===== src/rtl/uart_tx_periph.sv =====
// Memory-mapped UART transmitter: CPU byte stores feed a TX FIFO that is serialised 8N1, LSB first.
// Define UART_PARITY_EN to insert an even parity bit between the data and stop bits.
module uart_tx_periph #(
    parameter logic [9:0] BASE_ADDR    = 10'h3F0,
    parameter int         CLKS_PER_BIT = 104,
    parameter int         FIFO_DEPTH   = 8
) (
    input  logic        clk,
    input  logic        rst_n,
    input  logic [9:0]  address,
    input  logic [31:0] data_in,
    input  logic [3:0]  width,
    input  logic        write,
    output logic [31:0] rd_data,
    output logic        tx,
    output logic        tx_irq
);
    localparam int PW = $clog2(FIFO_DEPTH);
    localparam int CW = PW + 1;
    localparam int BW = $clog2(CLKS_PER_BIT);
    localparam logic [9:0]    STATUS_ADDR = BASE_ADDR + 10'd4;
    localparam logic [CW-1:0] FULL_COUNT  = CW'(FIFO_DEPTH);
    localparam logic [BW-1:0] BAUD_LAST   = BW'(CLKS_PER_BIT - 1);

`ifdef UART_PARITY_EN
    typedef enum logic [2:0] {IDLE, START, DATA, PARITY, STOP} state_t;
`else
    typedef enum logic [2:0] {IDLE, START, DATA, STOP} state_t;
`endif

    state_t        state, state_next;
    logic [BW-1:0] baud, baud_next;
    logic [2:0]    bit_idx, bit_idx_next;
    logic [7:0]    shift, shift_next;
    logic          tx_next;
    logic          baud_last;

    logic [7:0]    mem [FIFO_DEPTH];
    logic [PW-1:0] wr_ptr, rd_ptr;
    logic [CW-1:0] count, count_next;
    logic          overflow;
    logic          push_req, push, pop, full, empty, ovf_clear;
    logic          unused_bits;

`ifdef UART_PARITY_EN
    logic parity;
`endif

    assign full      = (count == FULL_COUNT);
    assign empty     = (count == '0);
    assign baud_last = (baud == BAUD_LAST);
    assign push_req  = write && (address == BASE_ADDR) && width[0];
    // A full FIFO still accepts a push when the same edge frees a slot
    assign push      = push_req && (!full || pop);
    assign ovf_clear = write && (address == STATUS_ADDR) && width[0] && data_in[3];
    assign unused_bits = ^{data_in[31:8], width[3:1]};

    always_comb begin
        count_next = count;
        if (push && !pop) begin
            count_next = count + 1'b1;
        end else if (pop && !push) begin
            count_next = count - 1'b1;
        end
    end

    always_comb begin
        state_next   = state;
        baud_next    = baud;
        bit_idx_next = bit_idx;
        shift_next   = shift;
        tx_next      = tx;
        pop          = 1'b0;
        case (state)
            IDLE: begin
                tx_next = 1'b1;
                if (!empty) begin
                    pop        = 1'b1;
                    shift_next = mem[rd_ptr];
                    baud_next  = '0;
                    state_next = START;
                    tx_next    = 1'b0;
                end
            end
            START: begin
                if (baud_last) begin
                    baud_next    = '0;
                    bit_idx_next = '0;
                    state_next   = DATA;
                    tx_next      = shift[0];
                end else begin
                    baud_next = baud + 1'b1;
                end
            end
            DATA: begin
                if (baud_last) begin
                    baud_next = '0;
                    if (bit_idx == 3'd7) begin
`ifdef UART_PARITY_EN
                        state_next = PARITY;
                        tx_next    = parity;
`else
                        state_next = STOP;
                        tx_next    = 1'b1;
`endif
                    end else begin
                        bit_idx_next = bit_idx + 1'b1;
                        shift_next   = shift >> 1;
                        tx_next      = shift[1];
                    end
                end else begin
                    baud_next = baud + 1'b1;
                end
            end
`ifdef UART_PARITY_EN
            PARITY: begin
                if (baud_last) begin
                    baud_next  = '0;
                    state_next = STOP;
                    tx_next    = 1'b1;
                end else begin
                    baud_next = baud + 1'b1;
                end
            end
`endif
            STOP: begin
                if (baud_last) begin
                    baud_next = '0;
                    // Chain straight into the next start bit so queued frames have no idle gap
                    if (!empty) begin
                        pop        = 1'b1;
                        shift_next = mem[rd_ptr];
                        state_next = START;
                        tx_next    = 1'b0;
                    end else begin
                        state_next = IDLE;
                        tx_next    = 1'b1;
                    end
                end else begin
                    baud_next = baud + 1'b1;
                end
            end
            default: begin
                state_next = IDLE;
                tx_next    = 1'b1;
            end
        endcase
    end

    always_ff @(posedge clk or negedge rst_n) begin
        if (!rst_n) begin
            state    <= IDLE;
            baud     <= '0;
            bit_idx  <= '0;
            shift    <= '0;
            tx       <= 1'b1;
            tx_irq   <= 1'b1;
            wr_ptr   <= '0;
            rd_ptr   <= '0;
            count    <= '0;
            overflow <= 1'b0;
        end else begin
            state    <= state_next;
            baud     <= baud_next;
            bit_idx  <= bit_idx_next;
            shift    <= shift_next;
            tx       <= tx_next;
            tx_irq   <= (state_next == IDLE) && (count_next == '0);
            count    <= count_next;
            if (push) begin
                wr_ptr <= wr_ptr + 1'b1;
            end
            if (pop) begin
                rd_ptr <= rd_ptr + 1'b1;
            end
            if (ovf_clear) begin
                overflow <= 1'b0;
            end else if (push_req && !push) begin
                overflow <= 1'b1;
            end
        end
    end

`ifdef UART_PARITY_EN
    always_ff @(posedge clk or negedge rst_n) begin
        if (!rst_n) begin
            parity <= 1'b0;
        end else if (pop) begin
            parity <= ^mem[rd_ptr];
        end
    end
`endif

    always_ff @(posedge clk) begin
        if (push) begin
            mem[wr_ptr] <= data_in[7:0];
        end
    end

    always_comb begin
        rd_data = '0;
        if (address == STATUS_ADDR) begin
            rd_data[0]      = (state != IDLE);
            rd_data[1]      = full;
            rd_data[2]      = empty;
            rd_data[3]      = overflow;
            rd_data[8 +: CW] = count;
        end
    end

endmodule


===== config.mk =====
export PLATFORM = sky130hd
export DESIGN_NAME = uart_tx_periph
export DESIGN_NICKNAME = d
export VERILOG_FILES = /design/src/rtl/uart_tx_periph.sv
export SDC_FILE = /design/constraint.sdc
export NUM_CORES = 1
export LEC_CHECK = 0
export ABC_AREA = 0
export ABC_CLOCK_PERIOD_IN_PS = 4620
export CAP_MARGIN = 20
export CORE_AREA = 2 2 100 102
export CTS_CLUSTER_SIZE = 10
export DETAILED_ROUTE_END_ITERATION = 8
export DIE_AREA = 0 0 102 104
export PLACE_DENSITY_LB_ADDON = 0.2
export SKIP_LAST_GASP = 1
export SYNTH_ARGS = -nofsm -noshare
export SYNTH_HDL_FRONTEND = slang
export SYNTH_SLANG_ARGS = --single-unit
export TNS_END_PERCENT = 20

===== constraint.sdc =====
create_clock -name clk -period 4.62 [get_ports clk]
set_input_delay 0.924 -clock clk [delete_from_list [all_inputs] [get_ports clk]]
set_output_delay 0.924 -clock clk [all_outputs]
set_load 0.005 [all_outputs]

=== Yosys cells after proc, flatten, opt, wreduce, memory -nomap -nowiden ===
Memories as Yosys holds them, arrays and structs flattened.
Cells that the tools add are included.

* Bits of input ports: 49
* Bits in read-only memories: 0
* Memory bits (writable): 64
* Bits in latches: 0
* Register bits after elaboration: 34
* Memories kept: 1
* Output and inout port bits: 34

{| class="wikitable"
|+ Memory list
! name !! words !! width !! rd ports !! clocked after Yosys merged registers in !! wr ports !! line !! text
|-
| mem || 8 || 8 || 1 || 0 || 1 || 38 || <nowiki>logic [7:0] mem [FIFO_DEPTH];</nowiki>
|}

* Reductions and logical operators: 28
* $lt $le $gt $ge: 0
* Eq/ne operators: 13
* Shift-type cells: 0
* Multipliers: 0
* Divide/modulo/power cells: 0
* Bitwise logic cells: 0
* $add $sub $neg: 6
* Multiplexer cells: 36

{| class="wikitable"
|+ Operators by type and width
! kind !! count
|-
| $mux 8 || 4
|-
| $mux 3 || 8
|-
| $pmux 8 s3 || 1
|-
| $eq 10x10->1 const B || 2
|-
| $mux 4 || 4
|-
| $mux 7 || 2
|-
| $pmux 7 s2 || 1
|-
| $mux 1 || 12
|-
| $pmux 3 s4 || 1
|-
| $logic_and 1x1->1 || 10
|-
| $ne 2x2->1 const B || 5
|-
| $add 3x1->3 const B || 3
|-
| $logic_not 4->1 || 2
|-
| $reduce_and 4->1 || 2
|-
| $add 7x1->7 const B || 1
|-
| $eq 7x7->1 const B || 1
|-
| $eq 3x2->1 const B || 2
|-
| $logic_not 3->1 || 2
|-
| $pmux 3 s2 || 1
|-
| $reduce_bool 2->1 || 3
|-
| $reduce_bool 3->1 || 2
|-
| $add 4x1->4 const B || 1
|-
| $eq 4x4->1 const B || 1
|-
| $pmux 1 s4 || 1
|-
| 9 further kinds || 11
|}

=== Longest topological paths before layout ===
* Word-level depth: 12
* Depth in mapped cells: 9
* Gate-level depth less buffers: 8

=== Least setup slack after synthesis ===
No wires, ideal clock.

* Path kind: in2out
* From: in address[8]
* To: out rd_data[1]
* Arrival: 1971 ps
* Buffers on the path: 0
* Slack: 1725 ps
* Cell stages on the path: 3
* Cells stage by stage: nand4_1 nor4_1 and3_1

* Longest elaborated chain between the ends: 2

{| class="wikitable"
|+ Ends and longest elaborated chain
! what !! line !! text
|-
| start, declared || 10 || <nowiki>input logic [9:0] address,</nowiki>
|-
| $eq 10x10->1 || 202 || <nowiki>if (address == STATUS_ADDR) begin</nowiki>
|-
| $mux 4 || 202 ||
|-
| end, declared || 14 || <nowiki>output logic [31:0] rd_data,</nowiki>
|}

No other way between the ends.

=== Final worst setup path ===
* From: in address[8]
* To: out rd_data[9]

Same word-level chain as after synthesis.

==> results by stage <==
Run status:
- The flow ran to the end, and the final reports show no timing, DRC or antenna violations.

Floorplanning:
- The die footprint is around 0.011 sq mm.
- For this configuration, the core starts out at a cell density of between 40% and 50%.
- In this run the vertical extent of the chip is 104 um.
- The area inside the core boundary is 0.009549 sq mm.
- 83 I/O pins were placed.
- The chip width is 102 um.
- The floorplan has 36 rows.

Logic synthesis:
- After Yosys synthesis, XOR and XNOR cells account for 1.694% of the synthesized area.
- The portion of synthesized cell area occupied by the leading cell type is 41.30%.
- After synthesis, the cell types taking the most area are edfxtp_1 (41%), dfrtp_1 (17%), mux4_2 (7.7%), buf_4 (3.9%), mux2i_1 (2.4%).
- After synthesis, the share of flip-flops with an asynchronous set or reset is 34.69%.
- The portion of synthesized area spent on multiplexers is 12.85%.
- The count of unique library cells instantiated by Yosys is 59.
- The number of synthesized register bits is between 90 and 100.
- The number of warnings reported in the yosys synthesis log is 0.
- The cell area after synthesis is 0.004653 sq mm.
- The post-synthesis adder-cell area fraction is between 2 and 2.5%.
- Each instance of the synthesized netlist takes up on average between 10 and 15 sq um.
- The number of enable flip-flop cells after synthesis is 64.
- After synthesis, the largest family of logic cells by area is multiplexers.
- The most instantiated flip-flop cell in the synthesis netlist is edfxtp_1.
- Of the synthesized area, sequential elements account for 59.64%.
- The compound-gate portion of the synthesized area is 6.238%.
- The synthesized netlist devotes 11.70% of its cell area to simple gates.
- In the synthesized netlist, the number of instances is 327.
- The most area-hungry cell type in the Yosys netlist is edfxtp_1.

Timing:
- The maximum clock frequency is between 200 and 300 MHz.
- The final setup TNS is 0 ps.
- The final hold violation count was 0.
- The final period demand of the worst path is about 3800 ps.
- At the pin with the least slew margin, the transition time is 801.7 ps.
- Across the routed clock network, the largest skew measured is 10.99 ps.
- Setup violations remaining at the end of the flow were counted as 0.
- The normalized max-slew margin is 46.55%.
- Dividing the final minimum period by the clock period gives 83.15%.
- The max-slew violation count came to 0.
- Setup repair after global routing left no endpoint under its margin.

Clock network:
- After clock tree synthesis, the setup repair step added 0 buffers.
- The H-tree generated during clock tree synthesis spans 3 levels.
- TritonCTS built the clock tree.
- The clock input transition at the sequential cells of the worst setup and hold paths is roughly 100 ps.
- The clock tree buffer depth is 2.
- The hold buffer count at cts is 0.
- Once the clock tree was built, the resizer swapped 0 gates to a different size.
- The clock sink total is slightly below 100.
- The later-pin clock latency in the skew report is 360 ps.
- The clock root buffer is clkbuf_8.
- The number of buffers inserted during clock tree synthesis is 9.

Power and ir drop:
- The total power per unit cell area is 435.8 mW/mm^2.
- The worst supply voltage drop on vdd is roughly 0.27 mV.
- The static power due to leakage is between 1.5 and 2 nW.
- The total power is between 2 and 2.5 mW.

Cells and area:
- Relative to the synthesized area, the layout overhead comes to 13.96%.
- The proportion of layout cells with a drive suffix above 1 is 17.38%.
- After the last flow step, the layout net total stands at 426.
- The total inserted antenna cells is 0.
- The final core utilization is 55.53%.

Setup path:
- The worst setup path is of the input pin to output port kind.
- The sort of element at the end of the critical path is an output port.
- The critical-path maximum fanout is 7.
- The nature of the critical path startpoint is an input pin.
- The worst endpoint required time is between 3000 and 4000 ps.
- The arrival time of data at the critical path endpoint is 2920 ps.

Drt:
- The aggregate routed wire length is approximately 7.9 mm.
- The final route contains roughly 2600 vias.
- The length of the first detailed-routing pass in iterations is 4.
- The per-cell routed wire length is 15.54 um.
- After the first detailed-routing iteration, the DRC count stood at 70.
- In this run the remaining antenna-violating nets after routing total 0.
- The via density per instance is 5.079.
- For this run, design rule violations remaining after detail routing come to 0.

Placement:
- The count of buffers added on input and output ports is 31.
- After legalization and detailed placement, the total HPWL measured 5.385 mm.
- Routability-driven placement finished with a final weighted congestion of 0.7636.

Global route:
- Entering global routing, the biggest net connects 35 pins.
- The remaining global-route overflow is 0.
- The number of global-route vias before repair is ~2500.
- The first-pass GRT wire length is 12.92 mm.
- The initial antenna violation count came to 0.
- Global routing used 15.94% of the available tracks across all layers.

Hold path:
- The min-delay analysis places its worst path in the category flop to flop.

Job:
- The count of max-cap constraint violations is 0.
where the power goes:
part	switching [mW]	internal (mW)
Clock	0.319	0.267
Combinational	0.218	0.342
Sequential	0.148	1.02
Total	0.685	1.63
path summary, 6_finish.rpt:
kind / slack (ps) / cells past startpoint / startpoint / endpoint
worst max-delay path: 780 / 6 / address[8] / rd_data[9]
worst min-delay path: 490 / 1 / baud[6] / baud[6]
worst max register to register: 1770 / 9 / count[1] / mem[2][1]
worst min register to register: 490 / 1 / baud[6] / baud[6]
max in group asynchronous: 3320 / 2 / rst_n / tx
min in group asynchronous: 970 / 2 / rst_n / baud[3]
sequential cells by signal (all words and copies together) (netlist names):
register and count:
rd_ptr 3, bit_idx 3, overflow 1, mem 64, wr_ptr 3, tx 1
count 4, state 3, tx_irq 1, baud 7, shift 8
cell families after synthesis:
logic type,Yosys count
muxes,36
other,1
xor gates and xnor gates,9
DFF,98
buffers and inverters,41
AOI/OAI and AO/OA,45
adders and majority gates,8
and+or+nand+nor,89
synth_stat cells, drive strengths merged, types with 7 or more instances:
library cell and n:
o21ai 19, edfxtp 64, nand2 24, mux2 9, dfrtp 32, buf 30
ha 8, and2 9, nand2b 7, nor2 15, mux4 16, mux2i 11
worst max-delay path: stages:
cell and delay, ps:
clkdlybuf4s50_1 460, nand4_1 200, nor4_1 450, buf_4 240, and2_1 150, clkdlybuf4s50_1 500
metal layers:
layer  GRT usage, %  up-vias  share of wire, %
met5              0        -                 0
met3          3.427        5               2.6
met2          25.70       32                50
met1          22.07     1275                46
met4          4.000        0              0.75
li1               -     1263                 -
per-stage QoR:
stage | setup WS, ps | instance area, sq um | hold slack (ps) | instances
after CTS | 732.1 | 5303 | 487.1 | 507
after detailed placement | 733.7 | 5082 | 472.6 | 491
after global placement | 784.5 | 5055 | 464.1 | 490
final | 778.3 | 5303 | 487.0 | 507
after global routing | 638.2 | 5303 | 517.7 | 507
after floorplan | 1726 | 4743 | 437.7 | 351
final cells by class:
class | count | area (sq um)
fill | 801 | 4247
inverter | 6 | 22.52
timing repair buffer | 42 | 412.9
multi-input combinational | 212 | 1705
clock buffer | 9 | 123.9
clock inverter | 7 | 96.34
tap | 133 | 166.4
sequential | 98 | 2775
layout by cell type (no fill, tap or decap), types with 8 or more instances in the layout:
cell / n
edfxtp_1: 64
dfrtp_1: 32
clkdlybuf4s50_1: 31
conb_1: 25
nand2_1: 23
mux4_2: 16
nor2_1: 14
mux2i_1: 11
o21ai_1: 10
buf_4: 10
and2_1: 9
o21ai_0: 9
clkbuf_8: 9
ha_1: 8
(Power assumes the default switching activity.)
